File: src/rtl/bus_arbiter_lv1_lv2.sv
// Round-robin arbiter for the shared lv1-lv2 bus: one proc grant plus a nested snoop slot.
// Optional hold-time watchdog enabled by defining ARB_TIMEOUT_EN.
module bus_arbiter_lv1_lv2 #(
  parameter int NUM_CORES = 4,
  parameter int PTR_WID   = 3,
  parameter int SPTR_WID  = 2,
  parameter int TIMEOUT   = 1023
) (
  input  logic                   clk,
  input  logic                   rst_n,
  input  logic [2*NUM_CORES-1:0] bus_lv1_lv2_req_proc,
  output logic [2*NUM_CORES-1:0] bus_lv1_lv2_gnt_proc,
  input  logic [NUM_CORES-1:0]   bus_lv1_lv2_req_snoop,
  output logic [NUM_CORES-1:0]   bus_lv1_lv2_gnt_snoop,
  output logic                   bus_busy,
  output logic [PTR_WID-1:0]     proc_owner,
  output logic                   arb_timeout
);

  localparam int NPROC = 2 * NUM_CORES;

  localparam logic [1:0] IDLE  = 2'd0;
  localparam logic [1:0] PROC  = 2'd1;
  localparam logic [1:0] SNOOP = 2'd2;
  localparam logic [1:0] DRAIN = 2'd3;

  logic [1:0]          state, state_nxt;
  logic [PTR_WID-1:0]  proc_ptr, proc_ptr_nxt, owner_nxt, proc_win, proc_ptr_adv;
  logic [SPTR_WID-1:0] snoop_ptr, snoop_ptr_nxt, snoop_owner, snoop_owner_nxt, snoop_win, snoop_ptr_adv;
  logic [NPROC-1:0]     gnt_proc_nxt;
  logic [NUM_CORES-1:0] gnt_snoop_nxt, snoop_elig;

  // First set bit at or above ptr, wrapping; scanned downward so the nearest one wins.
  function automatic logic [PTR_WID-1:0] pick_proc(input logic [NPROC-1:0] req,
                                                   input logic [PTR_WID-1:0] ptr);
    logic [PTR_WID-1:0] w;
    logic [PTR_WID-1:0] cand;
    w = ptr;
    for (int i = NPROC - 1; i >= 0; i--) begin
      cand = PTR_WID'((int'(ptr) + i) % NPROC);
      if (req[cand]) w = cand;
    end
    return w;
  endfunction

  function automatic logic [SPTR_WID-1:0] pick_snoop(input logic [NUM_CORES-1:0] req,
                                                     input logic [SPTR_WID-1:0] ptr);
    logic [SPTR_WID-1:0] s;
    logic [SPTR_WID-1:0] cand;
    s = ptr;
    for (int i = NUM_CORES - 1; i >= 0; i--) begin
      cand = SPTR_WID'((int'(ptr) + i) % NUM_CORES);
      if (req[cand]) s = cand;
    end
    return s;
  endfunction

  // The owning core never snoops its own transaction.
  assign snoop_elig    = bus_lv1_lv2_req_snoop & ~(NUM_CORES'(1) << proc_owner[PTR_WID-1:1]);
  assign proc_win      = pick_proc(bus_lv1_lv2_req_proc, proc_ptr);
  assign snoop_win     = pick_snoop(snoop_elig, snoop_ptr);
  assign proc_ptr_adv  = (proc_owner == PTR_WID'(NPROC - 1)) ? '0 : proc_owner + 1'b1;
  assign snoop_ptr_adv = (snoop_owner == SPTR_WID'(NUM_CORES - 1)) ? '0 : snoop_owner + 1'b1;

  always_comb begin
    state_nxt       = state;
    gnt_proc_nxt    = bus_lv1_lv2_gnt_proc;
    gnt_snoop_nxt   = bus_lv1_lv2_gnt_snoop;
    owner_nxt       = proc_owner;
    snoop_owner_nxt = snoop_owner;
    proc_ptr_nxt    = proc_ptr;
    snoop_ptr_nxt   = snoop_ptr;
    case (state)
      IDLE: begin
        if (|bus_lv1_lv2_req_proc) begin
          gnt_proc_nxt = NPROC'(1) << proc_win;
          owner_nxt    = proc_win;
          state_nxt    = PROC;
        end
      end
      PROC: begin
        // A proc release takes priority over a simultaneous snoop request.
        if (!bus_lv1_lv2_req_proc[proc_owner]) begin
          gnt_proc_nxt = '0;
          proc_ptr_nxt = proc_ptr_adv;
          state_nxt    = IDLE;
        end else if (|snoop_elig) begin
          gnt_snoop_nxt   = NUM_CORES'(1) << snoop_win;
          snoop_owner_nxt = snoop_win;
          state_nxt       = SNOOP;
        end
      end
      SNOOP: begin
        if (!bus_lv1_lv2_req_snoop[snoop_owner]) begin
          gnt_snoop_nxt = '0;
          snoop_ptr_nxt = snoop_ptr_adv;
          if (!bus_lv1_lv2_req_proc[proc_owner]) begin
            gnt_proc_nxt = '0;
            proc_ptr_nxt = proc_ptr_adv;
            state_nxt    = IDLE;
          end else begin
            state_nxt = PROC;
          end
        end else if (!bus_lv1_lv2_req_proc[proc_owner]) begin
          state_nxt = DRAIN;
        end
      end
      default: begin
        if (!bus_lv1_lv2_req_snoop[snoop_owner]) begin
          gnt_proc_nxt  = '0;
          gnt_snoop_nxt = '0;
          proc_ptr_nxt  = proc_ptr_adv;
          snoop_ptr_nxt = snoop_ptr_adv;
          state_nxt     = IDLE;
        end
      end
    endcase
  end

  always_ff @(posedge clk or negedge rst_n) begin
    if (!rst_n) begin
      state                 <= IDLE;
      bus_lv1_lv2_gnt_proc  <= '0;
      bus_lv1_lv2_gnt_snoop <= '0;
      proc_owner            <= '0;
      snoop_owner           <= '0;
      proc_ptr              <= '0;
      snoop_ptr             <= '0;
    end else begin
      state                 <= state_nxt;
      bus_lv1_lv2_gnt_proc  <= gnt_proc_nxt;
      bus_lv1_lv2_gnt_snoop <= gnt_snoop_nxt;
      proc_owner            <= owner_nxt;
      snoop_owner           <= snoop_owner_nxt;
      proc_ptr              <= proc_ptr_nxt;
      snoop_ptr             <= snoop_ptr_nxt;
    end
  end

  assign bus_busy = |bus_lv1_lv2_gnt_proc;

`ifdef ARB_TIMEOUT_EN
  localparam int CNT_WID = $clog2(TIMEOUT + 1);

  logic [CNT_WID-1:0] hold_cnt;
  logic               timeout_q;
  logic               grant_change;

  assign grant_change = (gnt_proc_nxt != bus_lv1_lv2_gnt_proc) ||
                        (gnt_snoop_nxt != bus_lv1_lv2_gnt_snoop);

  // hold_cnt equals the number of cycles the current grant set has been visible.
  always_ff @(posedge clk or negedge rst_n) begin
    if (!rst_n) begin
      hold_cnt  <= '0;
      timeout_q <= 1'b0;
    end else begin
      if (grant_change) begin
        hold_cnt <= CNT_WID'(1);
      end else if (state != IDLE && hold_cnt != CNT_WID'(TIMEOUT)) begin
        hold_cnt <= hold_cnt + 1'b1;
      end
      if (state != IDLE && !grant_change && hold_cnt == CNT_WID'(TIMEOUT - 1)) begin
        timeout_q <= 1'b1;
      end
    end
  end

  assign arb_timeout = timeout_q;
`else
  assign arb_timeout = 1'b0;
`endif

endmodule

File: config.mk
export PLATFORM = sky130hd
export DESIGN_NAME = bus_arbiter_lv1_lv2
export DESIGN_NICKNAME = d
export VERILOG_FILES = /design/src/rtl/bus_arbiter_lv1_lv2.sv
export SDC_FILE = /design/constraint.sdc
export NUM_CORES = 1
export LEC_CHECK = 0
export ABC_AREA = 1
export BUFFER_PORTS_ARGS = -buffer_cell sky130_fd_sc_hd__buf_2
export CORE_MARGIN = 5
export CORE_UTILIZATION = 25
export CTS_CLUSTER_SIZE = 24
export DETAILED_ROUTE_END_ITERATION = 7
export SLEW_MARGIN = 15
export SYNTH_ARGS = -nofsm -noshare
export SYNTH_HDL_FRONTEND = slang
export SYNTH_SLANG_ARGS = --single-unit
File: constraint.sdc
create_clock -name clk -period 3.1 [get_ports clk]
set_input_delay 0.155 -clock clk [delete_from_list [all_inputs] [get_ports clk]]
set_output_delay 0.155 -clock clk [all_outputs]
set_load 0.02 [all_outputs]
# Word level (Yosys, flattened, before mapping)
# Cells that the tools add are included.
[word_totals]
ff_bits = 24
input_bits = 14
output_inout_bits = 17
[op_classes]
addsub = 12
order_cmp = 14
n_eq_ne = 13
shifts = 3
n_mux = 63
bitwise = 5
n_reduce_logical = 12
[op_table]
columns = ["op", "n"]
rows = [
  ["< comparator 3 x 4 -> 1 bit, second input constant", 9],
  ["two-way mux 3 bit", 12],
  ["two-way mux 8 bit", 4],
  ["binary-select mux 1 bit (select 3 bit)", 9],
  ["case mux 8 bit (3 select lines)", 1],
  ["two-way mux 2 bit", 11],
  ["OR reduction 8 bit", 2],
  ["< comparator 2 x 3 -> 1 bit, second input constant", 5],
  ["two-way mux 1 bit", 15],
  ["adder 3 bit, second input constant", 4],
  ["two-way mux 4 bit", 3],
  ["binary-select mux 1 bit (select 2 bit)", 5],
  ["case mux 3 bit (3 select lines)", 1],
  ["AND reduction 3 bit", 3],
  ["inequality test 2 bit, second input constant", 4],
  ["case mux 4 bit (2 select lines)", 1],
  ["AND reduction 4 bit", 2],
  ["left shift 1 x 2 -> 4 bit, first input constant", 2],
  ["left shift 1 x 3 -> 8 bit, first input constant", 1],
  ["adder 3 x 1 -> 3 bit, second input constant", 2],
  ["adder 3 x 2 -> 3 bit, second input constant", 2],
  ["inequality test 3 bit, second input constant", 2],
  ["case mux 2 bit (3 select lines)", 1],
  ["adder 2 x 1 -> 2 bit, second input constant", 2],
  ["14 further kinds", 19],
]

# Longest topological paths before layout
# Gate-level depths: netlist of the first run.
[logic_depth]
ltp_word = 14
depth_mapped = 21
ltp_nobuf = 20

# Least setup slack after synthesis of the first run
# OpenSTA, ideal clock, no wires.
[synth_path]
path_kind = "register to register"
from = "register proc_ptr[0]"
to = "register bus_lv1_lv2_gnt_proc[0]"
arrival_ns = 1.955
required_time_ns = 3.035
setup_slack_ns = 1.080
stages_incl_launch_ff = 19
path_buffers = 1
cell_sequence = "dfrtp_1 -> inv_2 -> buf_6 -> ha_1 -> inv_2 -> nand3_1 -> nand3_1 -> nand2_1 -> a21oi_1 -> nand2_1 -> nand2_1 -> nand2_1 -> nand2_1 -> nand2_1 -> nand2_1 -> nand2_2 -> nor2_1 -> nand2_1 -> nand2_1"
[synth_via]
elab_chain_len = 14
word_cells_on_any_way = 34
classes_between = "add/sub: 7; shift: 1; mux: 26"
[synth_rtl]
columns = ["element", "line_no", "text"]
rows = [
  ["start: declaration", "28", "logic [PTR_WID-1:0] proc_ptr, proc_ptr_nxt, owner_nxt, proc_win, proc_ptr_adv;"],
  ["start signal: assignment", "135", "proc_ptr <= proc_ptr_nxt;"],
  ["adder 3 bit", "40", "cand = PTR_WID'((int'(ptr) + i) % NPROC);"],
  ["binary-select mux 1 bit (select 3 bit)", "41", "if (req[cand]) w = cand;"],
  ["two-way mux 1 bit (not written as such)", "41", ""],
  ["two-way mux 3 bit (7 in series)", "41", ""],
  ["two-way mux 3 bit (*)", "41", ""],
  ["left shift 1 x 3 -> 8 bit (*)", "76", "gnt_proc_nxt = NPROC'(1) << proc_win;"],
  ["two-way mux 8 bit (*)", "75", "if (|bus_lv1_lv2_req_proc) begin"],
  ["case mux 8 bit (3 select lines) (*)", "73", "case (state)"],
  ["end signal: assignment", "131", "bus_lv1_lv2_gnt_proc <= gnt_proc_nxt;"],
  ["end: declaration", "12", "output logic [2*NUM_CORES-1:0] bus_lv1_lv2_gnt_proc,"],
]
# Every way passes the cells marked *; elsewhere a longest branch is shown, timed or not. The select of a mux whose other input is x is not followed.
# A chain may end at the register's enable or synchronous reset.

# Worst setup path after layout of the first run
[layout_path]
from = "register proc_ptr[0]"
to = "register bus_lv1_lv2_gnt_proc[4]"
# The elaborated chain is that of the path after synthesis.

==> metrics.cfg, run 1 <==
[run]
max-cap-violations=0

[cells_and_area]
fin_area_um2=2380
diodes=0
instances_no_fill=470
final_cell_mix=nand2_1, nand3_1, inv_1
area_growth_syn_to_layout_pct=14.0
final_common_cell=nand2_1
drive_gt1_frac=0.137
fin_nets=389

[worst_setup_path]
r2r_slack_ps=510
cp-start-kind=flop
cp_data_required_time_ps=3310
cp.arrival_ps=2800
critical_path_class=flop to flop
end_kind=flop
crit_fanout=12
rr_worst_depth=18
r2r_start=proc_ptr[0]
crit_path_start=proc_ptr[0]
timing.rr.end=bus_lv1_lv2_gnt_proc[4]
worstSetupEndpoint=bus_lv1_lv2_gnt_proc[4]

[synth]
synthXorXnorAreaFrac=0.0162
synth_cell_types=32
syn_nets=359
yosysWarnings=0
ys_seq_area_frac=0.287
netlist_instances=336
syn_avg_cell_area_um2=6.22
synthMuxAreaShare=0.00479
synth_fa_ha_area_frac=0.0539
synthesis.area_um2=2090
synth_simple_gate_area_frac=0.393
ys_ff_latch=24
synth_top_family_by_area=simple AND/OR/NAND/NOR gates
synth_compound_area_frac=0.132

[route]
avgRoutedWirePerCell_um=11.9
wl_um=5600
dr_total_vias=2206
drt_iter0_markers=105
via_per_inst=4.69
postRouteAntennaNets=0
first_pass_iters=4
drc=0

[cts]
tritoncts=built
clk_pin_slew_ps=90
clockBufferDepth=2
cts_made_buffers=3
h-tree-depth=1
cts_sinks=24
post_cts_resized=0
cts_root_buffer=clkbuf_8
clk-insertion-delay-late_ps=260

[floorplan]
die_x_um=101
initial_core_util=0.256
die_h_um=101
rows=33
core_um2=8180
io_pins=31
die_area_um2=10300

[timing]
hold_violations=0
rsz0062_at_grt=false
period_needed_ps=2590
worst_slew_pin_slew_ps=564
setup_viol=0
slew_headroom=0.624
tns_ps=0
timing.fmax_mhz=386
fin_skew_ps=5.61
slew_viol_final=0
fin_crit_sh=0.836

[placed_design]
gp_congestion=0.912
place_inst=465
placed_area_um2=2320
portBuffers=29
hpwlAfterDp_um=4500

[global_route]
grt_usage=0.114
grt_pass1_vias=2123
grt_pass1_wl_um=9630
grt_overflow=0
grt_max_degree=25
antenna_found_initial=0

[hold_path]
hp-class=input port to asynchronous set/reset pin

[outcome]
status=completed

how the worst min path moves through the flow:
stage,endpoint,cells after the start,from
floorplan,bus_lv1_lv2_gnt_proc[0],0,rst_n
global placement,bus_lv1_lv2_gnt_snoop[1],1,rst_n
detailed placement,bus_lv1_lv2_gnt_snoop[1],1,rst_n
CTS,bus_lv1_lv2_gnt_snoop[2],2,rst_n
global route,bus_lv1_lv2_gnt_snoop[3],2,rst_n
finish,bus_lv1_lv2_gnt_snoop[0],2,rst_n
per-stage QoR:
step	setup slack [ps]	util	hold WS (ps)
2_1_floorplan	1080	-	-141
3_3_place_gp	617	0.284	182
3_5_place_dp	578	0.284	186
4_1_cts	546	0.292	419
5_1_grt	238	0.292	457
6_report	508	0.292	402
per-layer routing:
metal  share of wire  GRT usage
met2            0.49      0.203
met3           0.046     0.0172
met4          0.0032     0.0194
met5               0          0
met1            0.46      0.146
sequential cells by signal, indices dropped and copies added, names as in the netlist:
signal,count
bus_lv1_lv2_gnt_proc,8
snoop_owner,2
snoop_ptr,2
proc_owner,3
bus_lv1_lv2_gnt_snoop,4
state,2
proc_ptr,3
cell type report:
cell class,instances,area [µm²]
clock buffers,4,55.1
well taps,105,131
repair buffers,30,155
fillers,924,5790
multi-input cells,260,1260
inverters,47,184
flip-flops and latches,24,601
critical path, stage by stage, from the launching register on:
cell     delay [ps]
dfrtp_1         560
inv_2           180
ha_1            460
inv_2           100
nand3_1         110
nand3_1         120
nand2_1         140
inv_1            50
nand2_1          60
nand2_1          50
nand2_1          50
nand2_1          60
nand2_2          90
nand2_2          60
nand2_1          60
nand2_1          90
nor2_1          160
nand2_1          80
nand2_1          60
cell families after synthesis:
group           after synthesis
flops                        24
mux                           1
fa+ha+maj                     9
buf+inv                      52
xor+xnor                      3
compound gates               50
other cells                   1
simple gates                196
synthesized netlist by cell type:
master | number | share of area
nand2_1 | 126 | 0.23
nand3_1 | 43 | 0.10
inv_1 | 38 | 0.068
dfrtp_1 | 24 | 0.29
o21ai_0 | 17 | 0.041
o21ai_1 | 15 | 0.036
nor2_1 | 14 | 0.025
ha_1 | 9 | 0.054
a21oi_1 | 8 | 0.019
inv_2 | 6 | 0.011
nor2_2 | 5 | 0.015
buf_6 | 3 | 0.016
nand2_2 | 3 | 0.0090
nor4_1 | 3 | 0.0090
o2111ai_1 | 3 | 0.013
buf_4 | 2 | 0.0072
o211ai_1 | 2 | 0.0072
a211oi_1 | 1 | 0.0036
a21boi_1 | 1 | 0.0036
a31oi_1 | 1 | 0.0030
and3_1 | 1 | 0.0030
clkinv_1 | 1 | 0.0018
conb_1 | 1 | 0.0018
inv_4 | 1 | 0.0030
inv_6 | 1 | 0.0042
mux2i_1 | 1 | 0.0048
nor3_1 | 1 | 0.0024
o21bai_1 | 1 | 0.0036
o22ai_1 | 1 | 0.0030
xnor2_1 | 1 | 0.0042
xor2_1 | 1 | 0.0042
xor2_2 | 1 | 0.0078
timing repair:
action	4_1_cts	5_1_grt
hold buffers	1	0
setup buffers	0	0
setup endpoints to repair	0	0
hold endpoints to repair	24	0
Power of run 1 is left out: the tool's default activity adds up to more than one toggle a clock period on the data nets, which glitch-free logic cannot reach.
==> run 2: changes to the inputs <==
--- a/config.mk
+++ b/config.mk
@@ -5,7 +5,7 @@
 export SDC_FILE = /design/constraint.sdc
 export NUM_CORES = 1
 export LEC_CHECK = 0
-export ABC_AREA = 1
+export ABC_AREA = 0
 export BUFFER_PORTS_ARGS = -buffer_cell sky130_fd_sc_hd__buf_2
 export CORE_MARGIN = 5
 export CORE_UTILIZATION = 25
==> constraint.sdc (replaced) <==
create_clock -name clk -period 2.2 [get_ports clk]
set_input_delay 0.11 -clock clk [delete_from_list [all_inputs] [get_ports clk]]
set_output_delay 0.11 -clock clk [all_outputs]
set_load 0.02 [all_outputs]
==> run 2 against run 1 <==
Compared with the run above: setup slack worse by 1200 ps; first-iteration DRC count up 54%; highest routed layer unchanged; clock skew is 1.2 ps lower; die area is 24% higher; the run now ends with negative setup slack left; worst hold slack lost 46 ps.
==> metrics.cfg, run 2 <==
[pwr]
power_frac_comb=0.823
sw_frac_of_total=0.453
p_int_mw=3.31
p_seq_frac=0.133
p_leak_nw=1.46
p_per_area_nw_per_um2=1790
power_mw=6.05
clockPowerShare=0.043
switchingPower_mw=2.74
peakVddDrop_mv=0.457

[timing]
worst_slew_pin_slew_ps=536  ; was 564 ps
hold_violations=0  ; unchanged
rsz0062_at_grt=true  ; was false
timing.fmax_mhz=349  ; was 386 MHz
fin_crit_sh=1.30  ; was 0.836
fin_skew_ps=4.46  ; was 5.61 ps
setup_viol=11  ; was 0
slew_viol_final=0  ; unchanged
setup_ws_ps=-667  ; was 508 ps
period_needed_ps=2870  ; was 2590 ps
slew_headroom=0.643  ; was 0.624

[worst_setup_path]
cp_data_required_time_ps=2380  ; was 3310 ps
end_kind=flop  ; unchanged
crit_fanout=6  ; was 12
max_stage_delay_ps=530  ; was 560 ps
critPathSlowestCell=or4_4  ; was dfrtp_1
cp.arrival_ps=3050  ; was 2800 ps
critical_path_class=flop to flop  ; unchanged
cp-start-kind=flop  ; unchanged
path_cells=inv_4 > ha_4 > buf_6 > mux4_2 > a22o_1 > a2bb2oi_1 > a22oi_2 > a31oi_4 > or4_4 > o31ai_4  ; was inv_2 > ha_1 > inv_2 > nand3_1 > nand3_1 > nand2_1 > inv_1 > nand2_1 > nand2_1 > nand2_1 > nand2_1 > nand2_2 > nand2_2 > nand2_1 > nand2_1 > nor2_1 > nand2_1 > nand2_1
rr_worst_depth=10  ; was 18

[global_route]
grt_overflow=0  ; unchanged
antenna_found_initial=0  ; unchanged
grt_pass1_vias=2353  ; was 2123
grt_max_degree=25  ; unchanged
grt_pass1_wl_um=11700  ; was 9630 µm
grt_usage=0.108  ; was 0.114

[synth]
synthesis.area_um2=2650  ; was 2090 µm²
yosys-top-cells-area=dfrtp_1, mux4_2, mux2i_1  ; was dfrtp_1, nand2_1, nand3_1
yosysTopAreaCell=dfrtp_1  ; unchanged
async_reset_ff_frac=1.00  ; unchanged
synth_compound_area_frac=0.217  ; was 0.132
netlist_instances=263  ; was 336
yosysTopAreaCellShare=0.226  ; was 0.287
synth_top_family_by_area=multiplexers  ; was simple AND/OR/NAND/NOR gates
synthMuxAreaShare=0.281  ; was 0.00479
synthFlopType=dfrtp_1  ; unchanged
synthXorXnorAreaFrac=0.00990  ; was 0.0162
synth_edf_count=0  ; unchanged
syn_avg_cell_area_um2=10.1  ; was 6.22 µm²
synth_simple_gate_area_frac=0.133  ; was 0.393
ys_ff_latch=24  ; unchanged
yosysWarnings=0  ; unchanged
ys_seq_area_frac=0.226  ; was 0.287
syn_nets=286  ; was 359
synth_fa_ha_area_frac=0.0424  ; was 0.0539
synth_cell_types=65  ; was 32
synth_commonest_cells=dfrtp_1, nand2_1, o21ai_0  ; was nand2_1, nand3_1, inv_1
synthMostInstantiatedCell=dfrtp_1  ; was nand2_1

[route]
drc=0  ; unchanged
wl_um=6910  ; was 5600 µm
postRouteAntennaNets=0  ; unchanged
first_pass_iters=4  ; unchanged
via_per_inst=5.09  ; was 4.69
drt_iter0_markers=162  ; was 105
dr_total_vias=2364  ; was 2206
avgRoutedWirePerCell_um=14.9  ; was 11.9 µm

[cts]
cts_root_buffer=clkbuf_8  ; unchanged
h-tree-depth=1  ; unchanged
cts_sinks=24  ; unchanged
clockBufferDepth=2  ; unchanged
tritoncts=built  ; unchanged
cts_made_buffers=3  ; unchanged
clk-insertion-delay-late_ps=270  ; was 260 ps
clk_pin_slew_ps=80  ; was 90 ps

[cells_and_area]
largest_reg_flops=8  ; unchanged
top_regs=bus_lv1_lv2_gnt_proc: 8 flops, bus_lv1_lv2_gnt_snoop: 4 flops  ; unchanged
instances_no_fill=464  ; was 470
final_common_cell=buf_4  ; was nand2_1
drive_gt1_frac=0.427  ; was 0.137
fin_util=0.327  ; was 0.292
largest_register=bus_lv1_lv2_gnt_proc  ; unchanged
diodes=0  ; unchanged
area_growth_syn_to_layout_pct=27.3  ; was 14.0%
fin_nets=353  ; was 389
final_cell_mix=buf_4, buf_2, dfrtp_1  ; was nand2_1, nand3_1, inv_1
fill_cells=1070  ; was 924

[floorplan]
io_pins=31  ; unchanged
initial_core_util=0.257  ; was 0.256
die_h_um=113  ; was 101 µm
die_x_um=113  ; was 101 µm
core_um2=10300  ; was 8180 µm²
die_area_um2=12800  ; was 10300 µm²
rows=37  ; was 33

[hold_path]
hp-class=input port to asynchronous set/reset pin  ; unchanged

[placed_design]
hpwlAfterDp_um=5340  ; was 4500 µm
gp_congestion=0.840  ; was 0.912
place_inst=456  ; was 465
place_ws_ps=-648  ; was 578 ps
portBuffers=29  ; unchanged

[outcome]
violations=negative setup slack
status=complete, but fails checks  ; was completed

[run]
max-cap-violations=0  ; unchanged

run 2: cell count changes after synthesis, moves of 12 or more:
| cell | previous run | this run |
|---|---|---|
| mux4_2 | 0 | 13 |
| mux2_2 | 0 | 12 |
| o21ai_1 | 15 | 1 |
| inv_1 | 38 | 9 |
| nand3_1 | 43 | 2 |
| nand2_1 | 126 | 20 |
| mux2i_1 | 1 | 16 |
run 2: repair_timing:
item	in CTS	in global routing
resized for setup	4	16
pin swaps	2	8
buffers inserted	0	5
setup endpoints to repair	11	19
hold buffers	1	0
hold endpoints to repair	24	0
run 2: area by class of cell:
class	count	area [µm²]	share of cell area
well taps	136	170	0.0504
repair buffers	85	601	0.178
clock buffers	3	41.3	0.0122
multi-input cells	206	1930	0.570
flip-flops and latches	24	602	0.178
inverters	10	40.0	0.0118
run 2: through the flow:
step | cell area [µm²] | hold WS [ps] | setup TNS, ps
global route | 3380 | 425 | -7370
CTS | 3300 | 359 | -6120
finish | 3380 | 356 | -6270
global placement | 3220 | 116 | -5840
floorplan | 2700 | -186 | -8530
detailed placement | 3220 | 121 | -6060
run 2: worst paths after layout:
| kind | from | end | slack (ps) |
|---|---|---|---|
| max | proc_ptr[1] | bus_lv1_lv2_gnt_proc[1] | -670 |
| min | rst_n | proc_owner[1] | 360 |
| max reg2reg | proc_ptr[1] | bus_lv1_lv2_gnt_proc[1] | -670 |
| min reg2reg | bus_lv1_lv2_gnt_snoop[0] | bus_lv1_lv2_gnt_snoop[0] | 500 |
| max in group asynchronous | rst_n | proc_owner[0] | 1460 |
| min in group clk | bus_lv1_lv2_req_snoop[1] | snoop_owner[0] | 450 |
run 2: metal layers:
metal / wire length [µm] / global-route usage / vias to the layer above
li1: - / - / 1150
met1: 3170 / 0.152 / 1166
met2: 3410 / 0.177 / 40
met3: 244 / 0.0107 / 8
met4: 83 / 0.0256 / 0
met5: 0 / 0 / -
run 2: power groups by stage:
stage	combinational (mW)	sequential, mW	clock (mW)
5_1_grt	5.42	0.838	0.288
4_1_cts	4.71	0.806	0.271
3_5_place_dp	4.57	0.807	0
6_report	4.98	0.806	0.261
3_3_place_gp	4.50	0.811	0
2_1_floorplan	3.22	0.865	0
run 2: cells by family after synthesis:
group,Yosys count
mux,48
other cells,1
simple gates,66
xor+xnor,3
fa+ha+maj,9
compound gates,79
flops,24
buf+inv,33
run 2: critical path, delay by kind of cell (launching register included):
kind                       cells  cell delay [ps]
AOI/OAI and AO/OA              5             1000
and+or+nand+nor                1              530
DFF                            1              390
muxes                          1              360
adders and majority gates      1              310
buffers and inverters          2              180
Power figures use the tool's default switching activity.
